===== src/rtl/axi4l_pkg.sv =====
// Shared AXI4-Lite types for the master bridge: response codes, FSM states and the
// read data returned when a transaction is abandoned on timeout.
package axi4l_pkg;

    typedef enum logic [1:0] {
        OKAY   = 2'd0,
        EXOKAY = 2'd1,
        SLVERR = 2'd2,
        DECERR = 2'd3
    } axi_resp_e;

    typedef enum logic [2:0] {
        IDLE,
        WR_AW_W,
        WR_B,
        RD_AR,
        RD_R,
        RSP
    } state_e;

    localparam logic [31:0] TIMEOUT_RDATA = 32'hDEAD_BEEF;

endpackage


===== src/rtl/axi4l_master_bridge_if.sv =====
// AXI4-Lite bus (32-bit data) between the bridge and a register slave.
// The master modport is the bridge side.
interface axi4l_master_bridge_if #(
    parameter int AW = 32
);
    logic [AW-1:0] awaddr;
    logic [2:0]    awprot;
    logic          awvalid;
    logic          awready;
    logic [31:0]   wdata;
    logic [3:0]    wstrb;
    logic          wvalid;
    logic          wready;
    logic [1:0]    bresp;
    logic          bvalid;
    logic          bready;
    logic [AW-1:0] araddr;
    logic [2:0]    arprot;
    logic          arvalid;
    logic          arready;
    logic [31:0]   rdata;
    logic [1:0]    rresp;
    logic          rvalid;
    logic          rready;

    modport master (
        output awaddr, awprot, awvalid, wdata, wstrb, wvalid, bready,
               araddr, arprot, arvalid, rready,
        input  awready, wready, bresp, bvalid, arready, rdata, rresp, rvalid
    );

    modport slave (
        input  awaddr, awprot, awvalid, wdata, wstrb, wvalid, bready,
               araddr, arprot, arvalid, rready,
        output awready, wready, bresp, bvalid, arready, rdata, rresp, rvalid
    );
endinterface


===== src/rtl/axi4l_master_bridge.sv =====
// Single-outstanding request/response to AXI4-Lite master bridge.
// Optional abort of stalled transactions with `define AXI4L_MASTER_TIMEOUT_EN.
module axi4l_master_bridge
    import axi4l_pkg::*;
#(
    parameter int AW             = 32,
    parameter int TIMEOUT_CYCLES = 1024
) (
    input  logic                  aclk,
    input  logic                  aresetn,
    input  logic                  req_valid,
    output logic                  req_ready,
    input  logic                  req_write,
    input  logic [AW-1:0]         req_addr,
    input  logic [31:0]           req_wdata,
    input  logic [3:0]            req_wstrb,
    output logic                  rsp_valid,
    input  logic                  rsp_ready,
    output logic                  rsp_write,
    output logic [31:0]           rsp_rdata,
    output logic [1:0]            rsp_resp,
    axi4l_master_bridge_if.master m_axi
);

    if (TIMEOUT_CYCLES < 2) begin : g_bad_timeout
        $error("TIMEOUT_CYCLES must be at least 2");
    end

    state_e        state;
    logic [AW-1:0] addr_q;
    logic [31:0]   wdata_q;
    logic [3:0]    wstrb_q;
    logic          write_q;
    logic          awvalid_q;
    logic          wvalid_q;
    logic          bready_q;
    logic          arvalid_q;
    logic          rready_q;
    logic [31:0]   rdata_q;
    axi_resp_e     resp_q;
`ifdef AXI4L_MASTER_TIMEOUT_EN
    logic [31:0]   tmo_cnt;
`endif

    // Every AXI output comes straight from a flop, so no valid can follow a ready.
    assign m_axi.awaddr  = addr_q;
    assign m_axi.araddr  = addr_q;
    assign m_axi.awprot  = 3'b000;
    assign m_axi.arprot  = 3'b000;
    assign m_axi.wdata   = wdata_q;
    assign m_axi.wstrb   = wstrb_q;
    assign m_axi.awvalid = awvalid_q;
    assign m_axi.wvalid  = wvalid_q;
    assign m_axi.bready  = bready_q;
    assign m_axi.arvalid = arvalid_q;
    assign m_axi.rready  = rready_q;

    assign rsp_write = write_q;
    assign rsp_rdata = rdata_q;
    assign rsp_resp  = resp_q;

    always_ff @(posedge aclk or negedge aresetn) begin
        if (!aresetn) begin
            // NOTE: payload registers are reset too because they drive ports that must read 0 in reset.
            state     <= IDLE;
            req_ready <= 1'b0;
            rsp_valid <= 1'b0;
            addr_q    <= '0;
            wdata_q   <= '0;
            wstrb_q   <= '0;
            write_q   <= 1'b0;
            awvalid_q <= 1'b0;
            wvalid_q  <= 1'b0;
            bready_q  <= 1'b0;
            arvalid_q <= 1'b0;
            rready_q  <= 1'b0;
            rdata_q   <= '0;
            resp_q    <= OKAY;
`ifdef AXI4L_MASTER_TIMEOUT_EN
            tmo_cnt   <= '0;
`endif
        end else begin
            // NOTE: non-blocking assignments only, so every branch sees pre-edge values.
            unique case (state)
                IDLE: begin
                    if (req_valid && req_ready) begin
                        req_ready <= 1'b0;
                        addr_q    <= req_addr;
                        wdata_q   <= req_wdata;
                        wstrb_q   <= req_wstrb;
                        write_q   <= req_write;
                        if (req_write) begin
                            awvalid_q <= 1'b1;
                            wvalid_q  <= 1'b1;
                            state     <= WR_AW_W;
                        end else begin
                            arvalid_q <= 1'b1;
                            state     <= RD_AR;
                        end
                    end else begin
                        req_ready <= 1'b1;
                    end
                end
                WR_AW_W: begin
                    // A dropped valid doubles as the "channel done" flag.
                    if (awvalid_q && m_axi.awready) awvalid_q <= 1'b0;
                    if (wvalid_q && m_axi.wready)   wvalid_q  <= 1'b0;
                    if ((!awvalid_q || m_axi.awready) && (!wvalid_q || m_axi.wready)) begin
                        bready_q <= 1'b1;
                        state    <= WR_B;
                    end
                end
                WR_B: begin
                    if (m_axi.bvalid) begin
                        bready_q <= 1'b0;
                        resp_q   <= axi_resp_e'(m_axi.bresp);
                        rdata_q  <= '0;
                        state    <= RSP;
                    end
                end
                RD_AR: begin
                    if (m_axi.arready) begin
                        arvalid_q <= 1'b0;
                        rready_q  <= 1'b1;
                        state     <= RD_R;
                    end
                end
                RD_R: begin
                    if (m_axi.rvalid) begin
                        rready_q <= 1'b0;
                        rdata_q  <= m_axi.rdata;
                        resp_q   <= axi_resp_e'(m_axi.rresp);
                        state    <= RSP;
                    end
                end
                RSP: begin
                    if (!rsp_valid) begin
                        rsp_valid <= 1'b1;
                    end else if (rsp_ready) begin
                        rsp_valid <= 1'b0;
                        req_ready <= 1'b1;
                        state     <= IDLE;
                    end
                end
                default: state <= IDLE;
            endcase

`ifdef AXI4L_MASTER_TIMEOUT_EN
            if (state == IDLE) begin
                tmo_cnt <= '0;
            end else if (state != RSP) begin
                tmo_cnt <= tmo_cnt + 32'd1;
            end
            // Abort overrides whatever the channel logic above decided this cycle.
            if (state != IDLE && state != RSP && tmo_cnt == 32'(TIMEOUT_CYCLES - 1)) begin
                awvalid_q <= 1'b0;
                wvalid_q  <= 1'b0;
                bready_q  <= 1'b0;
                arvalid_q <= 1'b0;
                rready_q  <= 1'b0;
                resp_q    <= DECERR;
                rdata_q   <= TIMEOUT_RDATA;
                state     <= RSP;
            end
`endif
        end
    end

endmodule


===== src/flat_wrapper.sv =====
// flat-port wrapper written by rule: the top's interface ports become plain ports
module axi4l_master_bridge_flat import axi4l_pkg::*;
#(
    parameter int AW             = 32,
    parameter int TIMEOUT_CYCLES = 1024
)
  (aclk, aresetn, req_valid, req_ready, req_write, req_addr, req_wdata, req_wstrb, rsp_valid, rsp_ready, rsp_write, rsp_rdata, rsp_resp, m_axi_awaddr, m_axi_awprot, m_axi_awvalid, m_axi_wdata, m_axi_wstrb, m_axi_wvalid, m_axi_bready, m_axi_araddr, m_axi_arprot, m_axi_arvalid, m_axi_rready, m_axi_awready, m_axi_wready, m_axi_bresp, m_axi_bvalid, m_axi_arready, m_axi_rdata, m_axi_rresp, m_axi_rvalid);
  axi4l_master_bridge_if #(.AW(AW)) m_axi_i ();
  input  logic aclk;
  input  logic aresetn;
  input  logic req_valid;
  output logic req_ready;
  input  logic req_write;
  input  logic [AW-1:0] req_addr;
  input  logic [31:0] req_wdata;
  input  logic [3:0] req_wstrb;
  output logic rsp_valid;
  input  logic rsp_ready;
  output logic rsp_write;
  output logic [31:0] rsp_rdata;
  output logic [1:0] rsp_resp;
  output wire logic [$bits(m_axi_i.awaddr)-1:0] m_axi_awaddr;
  output wire logic [$bits(m_axi_i.awprot)-1:0] m_axi_awprot;
  output wire logic [$bits(m_axi_i.awvalid)-1:0] m_axi_awvalid;
  output wire logic [$bits(m_axi_i.wdata)-1:0] m_axi_wdata;
  output wire logic [$bits(m_axi_i.wstrb)-1:0] m_axi_wstrb;
  output wire logic [$bits(m_axi_i.wvalid)-1:0] m_axi_wvalid;
  output wire logic [$bits(m_axi_i.bready)-1:0] m_axi_bready;
  output wire logic [$bits(m_axi_i.araddr)-1:0] m_axi_araddr;
  output wire logic [$bits(m_axi_i.arprot)-1:0] m_axi_arprot;
  output wire logic [$bits(m_axi_i.arvalid)-1:0] m_axi_arvalid;
  output wire logic [$bits(m_axi_i.rready)-1:0] m_axi_rready;
  input wire logic [$bits(m_axi_i.awready)-1:0] m_axi_awready;
  input wire logic [$bits(m_axi_i.wready)-1:0] m_axi_wready;
  input wire logic [$bits(m_axi_i.bresp)-1:0] m_axi_bresp;
  input wire logic [$bits(m_axi_i.bvalid)-1:0] m_axi_bvalid;
  input wire logic [$bits(m_axi_i.arready)-1:0] m_axi_arready;
  input wire logic [$bits(m_axi_i.rdata)-1:0] m_axi_rdata;
  input wire logic [$bits(m_axi_i.rresp)-1:0] m_axi_rresp;
  input wire logic [$bits(m_axi_i.rvalid)-1:0] m_axi_rvalid;
  assign m_axi_awaddr = m_axi_i.awaddr;
  assign m_axi_awprot = m_axi_i.awprot;
  assign m_axi_awvalid = m_axi_i.awvalid;
  assign m_axi_wdata = m_axi_i.wdata;
  assign m_axi_wstrb = m_axi_i.wstrb;
  assign m_axi_wvalid = m_axi_i.wvalid;
  assign m_axi_bready = m_axi_i.bready;
  assign m_axi_araddr = m_axi_i.araddr;
  assign m_axi_arprot = m_axi_i.arprot;
  assign m_axi_arvalid = m_axi_i.arvalid;
  assign m_axi_rready = m_axi_i.rready;
  assign m_axi_i.awready = m_axi_awready;
  assign m_axi_i.wready = m_axi_wready;
  assign m_axi_i.bresp = m_axi_bresp;
  assign m_axi_i.bvalid = m_axi_bvalid;
  assign m_axi_i.arready = m_axi_arready;
  assign m_axi_i.rdata = m_axi_rdata;
  assign m_axi_i.rresp = m_axi_rresp;
  assign m_axi_i.rvalid = m_axi_rvalid;
  axi4l_master_bridge #(.AW(AW), .TIMEOUT_CYCLES(TIMEOUT_CYCLES)) u_core (.aclk(aclk), .aresetn(aresetn), .req_valid(req_valid), .req_ready(req_ready), .req_write(req_write), .req_addr(req_addr), .req_wdata(req_wdata), .req_wstrb(req_wstrb), .rsp_valid(rsp_valid), .rsp_ready(rsp_ready), .rsp_write(rsp_write), .rsp_rdata(rsp_rdata), .rsp_resp(rsp_resp), .m_axi(m_axi_i));
endmodule

===== config.mk =====
export PLATFORM = sky130hd
export DESIGN_NAME = axi4l_master_bridge_flat
export DESIGN_NICKNAME = d
export VERILOG_FILES = /design/src/rtl/axi4l_pkg.sv /design/src/rtl/axi4l_master_bridge_if.sv /design/src/rtl/axi4l_master_bridge.sv /design/src/flat_wrapper.sv
export SDC_FILE = /design/constraint.sdc
export NUM_CORES = 1
export LEC_CHECK = 0
export ABC_CLOCK_PERIOD_IN_PS = 4300
export BUFFER_PORTS_ARGS = -buffer_cell sky130_fd_sc_hd__buf_2
export CORE_UTILIZATION = 35
export CTS_CLUSTER_DIAMETER = 200
export DETAILED_ROUTE_END_ITERATION = 6
export PLACE_DENSITY = 0.77
export REMOVE_ABC_BUFFERS = 1
export SKIP_CTS_REPAIR_TIMING = 1
export SLEW_MARGIN = 10
export SYNTH_ARGS = -nofsm -noshare
export SYNTH_HDL_FRONTEND = slang
export SYNTH_SLANG_ARGS = --single-unit

===== constraint.sdc =====
create_clock -name aclk -period 4.3 [get_ports aclk]
set_input_delay 0.86 -clock aclk [delete_from_list [all_inputs] [get_ports aclk]]
set_output_delay 0.86 -clock aclk [all_outputs]
set_load 0.03 [all_outputs]

* Word-level counts from Yosys, hierarchy flattened
Index checks and enable logic that the tools add are counted.
Widths: inputs -> output; s select.
** Word-level totals
- Input port bits :: 114
- Memory bits (read-only) :: 0
- Output and inout bits :: 148
- Word-level logic and storage cells :: 91
- Memories kept :: 0
- Latch bits :: 0
- Flip-flop bits (word level) :: 113
- RAM bits :: 0
** Operators by class
- Mux-type cells :: 37
- Eq/ne operators :: 16
- Bitwise operators :: 0
- Shift operators :: 0
- Divide/modulo/power cells :: 0
- Reductions and logical operators :: 24
- $add $sub $neg :: 0
- $mul :: 0
- Magnitude comparators :: 0
** Operators with widths (count)
- $mux 32 :: 2
- $pmux 32 s2 :: 1
- $mux 3 :: 7
- $pmux 3 s6 :: 1
- $mux 1 :: 16
- $ne 2x2->1 const B :: 6
- $pmux 1 s2 :: 6
- $reduce_and 3->1 :: 4
- $reduce_and 4->1 :: 3
- $reduce_bool 2->1 :: 6
- $ne 2x1->1 const B :: 5
- $reduce_and 7->1 :: 1
- $eq 3x2->1 const B :: 2
- $eq 3x3->1 const B :: 2
- $mux 2 :: 3
- $logic_and 1x1->1 :: 4
- $pmux 2 s2 :: 1
- $eq 3x1->1 const B :: 1
- $logic_not 3->1 :: 1
- $logic_not 1->1 :: 2
- $logic_or 1x1->1 :: 2
- $reduce_and 2->1 :: 1

* Longest topological paths before layout
Gate-level depths: netlist of the first run.
- Depth after elaboration :: 5
- Mapped depth :: 7
- Gate-level depth less buffers :: 4

* Worst setup path before layout of the first run
Ideal clock, no wire load.
- Kind :: input -> register
- From :: input port req_valid
- To :: register u_core.wdata_q[24] (netlist: u_core.m_axi.wdata[24])
- Library setup time :: 125 ps
- Stages :: 4
- Buffers on the path :: 1
- Arrival time :: 1946 ps
- Path slack :: 2229 ps
- Required time :: 4175 ps
- Cell sequence :: nand2_1 -> nor4_4 -> buf_6 -> mux2_4
** Between the ends
- Word-level cells in the longest chain between the ends :: 2
** RTL lines
- start, declared :: RTL line flat_wrapper.sv:11 : input logic req_valid;
- $logic_and 1x1->1 :: RTL line axi4l_master_bridge.sv:86 : if (req_valid && req_ready) begin
- $reduce_and 2->1 (no source line)
- end signal, assigned :: RTL line axi4l_master_bridge.sv:89 : wdata_q <= req_wdata;
- end, declared :: RTL line axi4l_master_bridge.sv:31 : logic [31:0] wdata_q;
No other way between the ends.
A chain may end at the register's enable or synchronous reset.

* Worst setup path after layout of the first run
- From :: register u_core.state[0]
- To :: register u_core.addr_q[24] (netlist: u_core.m_axi.araddr[24])
** Between the ends
- Word-level cells in the longest chain between the ends :: 2
** RTL lines
- start, declared :: RTL line axi4l_master_bridge.sv:29 : state_e state;
- start signal, assigned :: RTL line axi4l_master_bridge.sv:65 : state <= IDLE;
- start signal, assigned :: RTL line axi4l_master_bridge.sv:95 : state <= WR_AW_W;
- start signal, assigned :: RTL line axi4l_master_bridge.sv:98 : state <= RD_AR;
- $logic_not 3->1 :: RTL line axi4l_master_bridge.sv:84 : unique case (state)
- $reduce_and 2->1 (no source line)
- end signal, assigned :: RTL line axi4l_master_bridge.sv:88 : addr_q <= req_addr;
- end, declared :: RTL line axi4l_master_bridge.sv:30 : logic [AW-1:0] addr_q;
No other way between the ends.

==> results.md, run 1 <==
- Post-synthesis compound-gate area fraction: 6.82%
- Grt total ovfl: 0
- Hpwl dp: 7.51 mm
- Sequential element share of the synthesized area: 58.2%
- Crit path time final: 2.46 ns
- Max-cap violation count: 0
- Most common cell in the netlist: dfrtp_1
- Synth warnings: 0
- Total track usage: 15.2%
- Simple-gate share of the synthesized area: 7.44%
- Post-synth EDFFs: 0
- Mean post-synth cell area: 12.2 µm²
- CTS buffer count: 17
- Main combinational cell family by area after synthesis: multiplexers
- Adder-Cell Fraction of Synth Area: 0%
- Die X: 120 µm
- Initial antenna violation count: 0
- Status: completed
- Multi-input combinational cell area: 1600 µm²
- Gate Count Post-Synth: 397
- Area contributors post-synth: dfrtp_1, mux2_2, buf_4, nand2_1, mux2_4
- Area leader, netlist: dfrtp_1
- Clk Latency, worst-skew pair: 0.40 ns
- Hold WC Path Type: reg2reg
- Initial Util: 36.3%
- Placer Congestion: 0.738
- Clock share of power: 22.6%
- Pint: 3.57 mW
- Critical path depth: 3
- Worst Path Required: 4.58 ns
- Final period util: 57.2%
- Final Slew Violations: 0
- Critical path class: reg2reg
- CTS Root Cell: clkbuf_16
- Area Growth Syn to Fin: 36.0%
- Crit path buf inv count: 1
- Yosys top cell area share: 58.2%
- Worst path top cell family by delay: simple AND/OR/NAND/NOR gates
- Share of power burned in registers: 30.0%
- Initial DRC count: 152
- Power Total: 6.46 mW
- Synth top cells by count: dfrtp_1, nand2_1, mux2_2
- H-tree depth: 4
- Post-synthesis cell area: 4860 µm²
- Pwr Density: 977 nW/µm²
- Mux share of post-synthesis cell area: 18.0%
- DRC viols: 0
- RSZ-0062 raised after global routing: false
- Area occupied by registers: 2830 µm²
- Net Sw Power: 2.89 mW
- DIE AREA: 14400 µm²
- Slowest-stage cell, CP: nor4_4
- Top FF cell, synth: dfrtp_1
- Hold path depth: 2
- DR WL/cell: 13.0 µm
- Final Hold Fails: 0
- Clk sink count: 113
- Switching Share: 44.7%
- I/O pins: 262
- Antenna Nets Post-Route: 0
- VDD IR-drop max: 0.370 mV
- Clk slew on worst S/H paths: 0.05 ns
- Setup TNS: 0 ns
- F_max: 407 MHz
- CTS max path bufs: 2
- Comb pwr share: 47.5%
- Max incr delay on CP: 0.91 ns
- Fill cell count: 1210
- Largest net degree at the start of global routing: 114
- Critical path arrival: 2.74 ns
- Crit path capture type: flip-flop
- Layout cells sized above 1: 57.3%
- Core area: 13400 µm²
- CP max FO: 60
- #FFs+latches synth: 113
- Skew final: 0.00737 ns
- Die Ht: 120 µm
- Vias in the first global route: 3334
- I/O Buffers: 255
- Detailed-route vias per instance: 4.46
- 1st-pass router iterations: 4
- CP startpoint kind: flip-flop
- Worst Reg-to-Reg Cells: 3
- Distinct cells, synth: 30
- Leakage power: 3.35 nW
- Xor/xnor share of the synthesized area: 0%
- Row count: 42
- Nets: 734
- CTS tree: yes
- Final WL: 10.6 mm
- Ys async rst share: 100%
- Worst slew pin tran: 1.04 ns
- ANT cells: 0
- Rel. slew slack: 30.3%
- # setup viols final: 0
- Via count: 3606
- Worst path cell trace: nor4_4 > buf_12 > mux2_2
- First-pass GRT wire length: 16.7 mm
==> layer usage <==
metal  GRT usage (%)  vias up  wire [µm]
met4            7.27        0        202
li1                -     1746          -
met1            18.5     1664       4480
met5               0        -          0
met2            24.0      181       5000
met3            5.18       15        879
==> worst reg2reg max path: stages (launching register included) <==
cell and delay [ns]:
dfrtp_1 0.60, nor4_4 0.91, buf_12 0.41, mux2_2 0.43
==> power groups by stage <==
| stage | logic (mW) | clock network, mW | registers, mW |
|---|---|---|---|
| 3_5_place_dp | 3.10 | 0 | 1.95 |
| 2_1_floorplan | 0.828 | 0 | 3.26 |
| 6_report | 3.07 | 1.46 | 1.94 |
| 5_1_grt | 3.26 | 1.55 | 2.02 |
| 4_1_cts | 3.10 | 1.49 | 1.94 |
| 3_3_place_gp | 3.05 | 0 | 1.94 |
==> area by class of cell <==
| class | count | area share, % |
|---|---|---|
| multi-input cells | 224 | 24.2 |
| well taps | 176 | 3.33 |
| flip-flops and latches | 113 | 42.8 |
| repair buffers | 258 | 20.1 |
| clock inverters | 15 | 2.91 |
| clock buffers | 17 | 6.43 |
| inverters | 6 | 0.341 |
==> cells in the final DEF (no fill, tap or decap) <==
cell / instances
nand3b_1: 2
buf_4: 2
clkbuf_16: 17
clkinv_2: 5
clkinvlp_4: 4
nor3_1: 1
mux2_4: 18
nor4_4: 1
conb_1: 6
o2111ai_1: 1
bufinv_16: 4
buf_12: 2
a22oi_1: 1
o211ai_1: 2
mux2i_1: 2
inv_1: 6
a21oi_2: 1
a41oi_1: 2
a21oi_1: 8
buf_2: 254
dfrtp_1: 113
a211o_1: 1
clkinv_4: 2
o31ai_1: 1
nor2_1: 5
nor2b_1: 1
mux2_1: 1
nor3_4: 1
a32oi_1: 1
o21ai_0: 39
a21o_2: 1
a31oi_1: 1
mux2_2: 51
nand2_1: 76
==> sequential cells by signal (all words and copies together), names as in the netlist <==
name,flops
u_core.m_axi.araddr,32
u_core.m_axi.arvalid,1
u_core.m_axi.awvalid,1
u_core.m_axi.bready,1
u_core.m_axi.rready,1
u_core.m_axi.wdata,32
u_core.m_axi.wstrb,4
u_core.m_axi.wvalid,1
u_core.req_ready,1
u_core.rsp_rdata,32
u_core.rsp_resp,2
u_core.rsp_valid,1
u_core.rsp_write,1
u_core.state,3
==> kinds of logic after synthesis <==
family,Yosys count
buffers and inverters,65
DFF,113
AOI/OAI and AO/OA,59
muxes,72
and+or+nand+nor,87
other,1
==> worst paths after layout <==
path                                           from                       to  slack [ns]
worst min-delay path            u_core.rsp_rdata[3]      u_core.rsp_rdata[3]        0.47
worst max-delay path                u_core.state[0]  u_core.m_axi.araddr[24]        1.84
min in group asynchronous                   aresetn   u_core.m_axi.wdata[20]        0.53
max in group asynchronous                   aresetn      u_core.rsp_rdata[3]        3.32
worst max register to register      u_core.state[0]  u_core.m_axi.araddr[24]        1.84
worst min register to register  u_core.rsp_rdata[3]      u_core.rsp_rdata[3]        0.47
==> through the flow <==
stage	area, µm²	utilization (%)	cells	worst slack (ns)	hold WS, ns
final	6610	49.4	809	1.84	0.471
after global routing	6610	49.4	809	1.65	0.492
after CTS	6610	49.4	809	1.84	0.479
after detailed placement	6000	44.7	777	1.56	0.467
after global placement	6000	44.7	777	1.60	0.455
after floorplan	4440	-	343	0.199	0.564
Power figures use the tool's default switching activity.
==> run 2, diff against run 1 <==
- ABC_CLOCK_PERIOD_IN_PS: 4300 -> 2000
- PLACE_DENSITY: 0.77 -> 0.8
- clock period: 4.3 -> 2 ns (I/O delays scaled with it)
==> run 2 against run 1 <==
  * Die area did not move
  * Utilization rose by 0.49 points
  * Highest routed layer unchanged
  * Critical path type unchanged
  * Final cell count rose by 0.74%
  * Cell area rose by 0.98%
==> results.md, run 2 (synthesis gave the netlist of run 1 again) <==
- CP max FO: 71
- Core area: 13400 µm²
- Total track usage: 15.6%
- Crit path time final: 1.80 ns
- Placer Congestion: 0.827
- Status: completed
- Hpwl dp: 8.01 mm
- Layout cells sized above 1: 57.6%
- Flop2flop setup slack: 0.20 ns
- Critical path class: reg2reg
- CP startpoint kind: flip-flop
- Dpl ws: 0.0835 ns
- Hold WC Path Type: in2reg
- CTS buffer count: 17
- Final Slew Violations: 0
- RSZ-0062 raised after global routing: false
- Initial DRC count: 149
- Antenna Nets Post-Route: 0
- Worst Path Required: 2.28 ns
- Leakage power: 3.37 nW
- Die X: 120 µm
- Nets: 740
- Initial Util: 36.3%
- Row count: 42
- # setup viols final: 0
- Via count: 3712
- Pwr Density: 2080 nW/µm²
- First-pass GRT wire length: 17.0 mm
- Layout Cell Area excl Fill: 6680 µm²
- Final worst slack: 0.197 ns
- Final WL: 10.9 mm
- 1st-pass router iterations: 4
- Clk Latency, worst-skew pair: 0.40 ns
- F_max: 555 MHz
- Clk slew on worst S/H paths: 0.06 ns
- VDD IR-drop max: 0.870 mV
- Largest net degree at the start of global routing: 72
- I/O pins: 262
- CTS max path bufs: 2
- Vias in the first global route: 3432
- Skew final: 0.00535 ns
- Rel. slew slack: 64.7%
- ANT cells: 0
- Die Ht: 120 µm
- H-tree depth: 4
- CTS tree: yes
- Post-Place Cells: 782
- Commonest non-fill, non-tap cell in the layout: buf_2
- Finished Layout Cells: 815
- Grt total ovfl: 0
- Crit path capture type: flip-flop
- DR WL/cell: 13.4 µm
- Clk sink count: 113
- Max-cap violation count: 0
- Final Hold Fails: 0
- Initial antenna violation count: 0
- Critical path arrival: 2.09 ns
- Worst slew pin tran: 0.529 ns
- Final period util: 90.2%
- DIE AREA: 14400 µm²
- Area Growth Syn to Fin: 37.4%
- Most frequent cells in the layout: buf_2, dfrtp_1, nand2_1
- DRC viols: 0
- I/O Buffers: 255
- CTS Root Cell: clkbuf_16
- Placed Area: 6060 µm²
- Detailed-route vias per instance: 4.55
-- run 2: path summary, 6_finish.rpt --
kind                                            to  depth (start not counted)            startpoint
max                        u_core.m_axi.araddr[14]                          3       u_core.state[1]
min                         u_core.m_axi.wdata[14]                          2         req_wdata[14]
max reg2reg                u_core.m_axi.araddr[14]                          3       u_core.state[1]
min reg2reg                   u_core.rsp_rdata[26]                          2  u_core.rsp_rdata[26]
max in group asynchronous      u_core.rsp_rdata[4]                          3               aresetn
min in group asynchronous   u_core.m_axi.wdata[29]                          2               aresetn
-- run 2: through the flow --
step | total power [mW] | TNS, ns | hold slack [ns] | utilization, %
floorplan | 8.80 | -130.70 | 0.104 | -
global placement | 10.8 | 0 | 0.387 | 45.2
detailed placement | 10.9 | 0 | 0.383 | 45.2
CTS | 14.0 | 0 | -0.0607 | 49.7
global route | 14.7 | 0 | 0.199 | 49.8
finish | 13.9 | 0 | 0.208 | 49.8
-- run 2: final cells by class --
cell class / count / area [µm²]
fillers: 1219 / 6720
flip-flops and latches: 113 / 2830
multi-input cells: 224 / 1610
repair buffers: 264 / 1400
clock buffers: 18 / 439
well taps: 176 / 220
clock inverters: 14 / 165
inverters: 6 / 22.5
-- run 2: power breakdown --
group / switching [mW] / internal [mW] / total [mW]
sequential: 0.695 / 3.42 / 4.12
combinational: 4.49 / 2.26 / 6.74
clock: 1.05 / 1.98 / 3.03
total: 6.23 / 7.66 / 13.9
-- run 2: metal layers --
metal  wire [µm]  track usage [%]  share of wire (%)
met2        5500             25.7                 50
met1        4440             18.3                 41
met5           0                0                  0
met3         846             5.56                7.7
met4         142             6.56                1.3
-- run 2: worst max-delay path, cell delays in order, from the launching register on --
cell and delay [ns]:
dfrtp_1 0.48, nor4_4 0.33, buf_12 0.36, mux2_2 0.40
==> run 3, diff against run 2 <==
- CELL_PAD_IN_SITES_DETAIL_PLACEMENT: not set -> 1
- CELL_PAD_IN_SITES_GLOBAL_PLACEMENT: not set -> 1
- CORE_UTILIZATION: 35 -> 30
- PLACE_DENSITY: 0.8 -> 0.88
==> run 3 against run 2 <==
  * Clock-buffer cell count increased by 4
  * Global-route usage increased by 0.53 points
  * Combinational power is 2% higher
  * Power is 2.9% higher
  * Final cell count rose by 4.8%
  * Clock skew grew 0.00061 ns
  * Sequential power rose by 1%
  * Register-to-register slack barely moved
  * Utilization down 7.2 points
  * First-iteration DRC count shrank 41%
  * Fmax down 0.29%
  * Flip-flop and latch count did not move
==> results.md, run 3 (synthesis gave the netlist of run 1 again) <==
- Status: completed
- Critical path arrival: 2.09 ns
- Detailed-route vias per instance: 4.40
- Final worst slack: 0.191 ns
- Met1 Use GR: 17.3%
- DIE AREA: 16700 µm²
- VDD IR-drop max: 0.687 mV
- CP startpoint kind: flip-flop
- Initial DRC count: 88
- RSZ-0062 raised after global routing: false
- Nets: 739
- Largest net degree at the start of global routing: 72
- Row count: 46
- Hold WC Path Type: in2reg
- Die X: 129 µm
- CTS buffer count: 17
- CP max FO: 71
- Critical path class: reg2reg
- Met2 usage: 28.4%
- ANT cells: 0
- Power Total: 14.3 mW
- M3 GR Usage: 5.57%
- DR WL/cell: 15.5 µm
- Final WL: 13.2 mm
- Final period util: 90.4%
- Leakage power: 3.39 nW
- Layout cells sized above 1: 57.4%
- Layout Cell Area excl Fill: 6740 µm²
- Total track usage: 16.1%
- 1st-pass router iterations: 4
- Crit path capture type: flip-flop
- Skew final: 0.00596 ns
- Area Growth Syn to Fin: 38.7%
- Final Hold Fails: 0
- Final Slew Violations: 0
- Vias in the first global route: 3953
- Setup TNS: 0 ns
- Worst Path Required: 2.29 ns
- Initial antenna violation count: 1
- Crit path time final: 1.81 ns
- # setup viols final: 0
- Hold WS: 0.222 ns
- Core area: 15800 µm²
- Max-cap violation count: 0
- Die Ht: 129 µm
- Grt total ovfl: 0
- I/O pins: 262
- H-tree depth: 4
- Via count: 3755
- GR peak layer: met2
- Initial Util: 30.7%
- I/O Buffers: 255
- Placer Congestion: 0.774
- Most frequent cells in the layout: buf_2, dfrtp_1, nand2_1
- CTS Root Cell: clkbuf_16
- Commonest non-fill, non-tap cell in the layout: buf_2
- Clk slew on worst S/H paths: 0.06 ns
- Worst slew pin tran: 0.539 ns
- Rel. slew slack: 64.1%
- Clk sink count: 113
- Clk Latency, worst-skew pair: 0.41 ns
- Antenna Nets Post-Route: 0
- Hpwl dp: 9.85 mm
- CTS tree: yes
- CTS max path bufs: 2
- Pwr Density: 2120 nW/µm²
- Dpl ws: 0.0730 ns
- DRC viols: 0
- Placed Area: 6090 µm²
- First-pass GRT wire length: 20.4 mm
- F_max: 553 MHz
==> run 3: layer usage <==
metal  part of all wire [%]  vias to the layer above
met2                     52                      178
met3                    9.1                       16
li1                       -                     1744
met5                  0.098                        -
met1                     38                     1815
met4                    1.5                        2
==> run 3: through the flow <==
stage,utilization [%],instances
after floorplan,-,343
after global placement,38.5,821
after detailed placement,38.5,821
after CTS,42.5,853
after global routing,42.6,854
final,42.6,854
==> run 3: final cells by class <==
| cell class | count | area, µm² |
|---|---|---|
| clock inverter | 10 | 155 |
| inverter | 6 | 22.5 |
| fill | 1783 | 9080 |
| multi-input combinational | 224 | 1610 |
| timing repair buffer | 263 | 1380 |
| tap | 216 | 270 |
| sequential | 113 | 2830 |
| clock buffer | 22 | 484 |
==> run 3: power breakdown <==
part / switching (mW) / internal (mW)
clock network: 1.03 / 2.21
logic: 4.63 / 2.25
registers: 0.749 / 3.42
total: 6.41 / 7.88
==> run 3: critical path: stages (launching register included) <==
cell and delay (ns):
dfrtp_1 0.44, nand2_1 0.16, nor4_4 0.22, buf_12 0.36, mux2_2 0.40
==> run 3: final timing paths <==
path	start	end	slack [ns]	cells past startpoint
max	u_core.req_ready	u_core.m_axi.araddr[13]	0.19	4
max in group asynchronous	aresetn	u_core.rsp_resp[0]	0.88	3
min reg2reg	u_core.rsp_rdata[31]	u_core.rsp_rdata[31]	0.47	2
min in group asynchronous	aresetn	u_core.m_axi.wdata[26]	0.43	2
min	req_wdata[29]	u_core.m_axi.wdata[29]	0.22	2
max reg2reg	u_core.req_ready	u_core.m_axi.araddr[13]	0.19	4
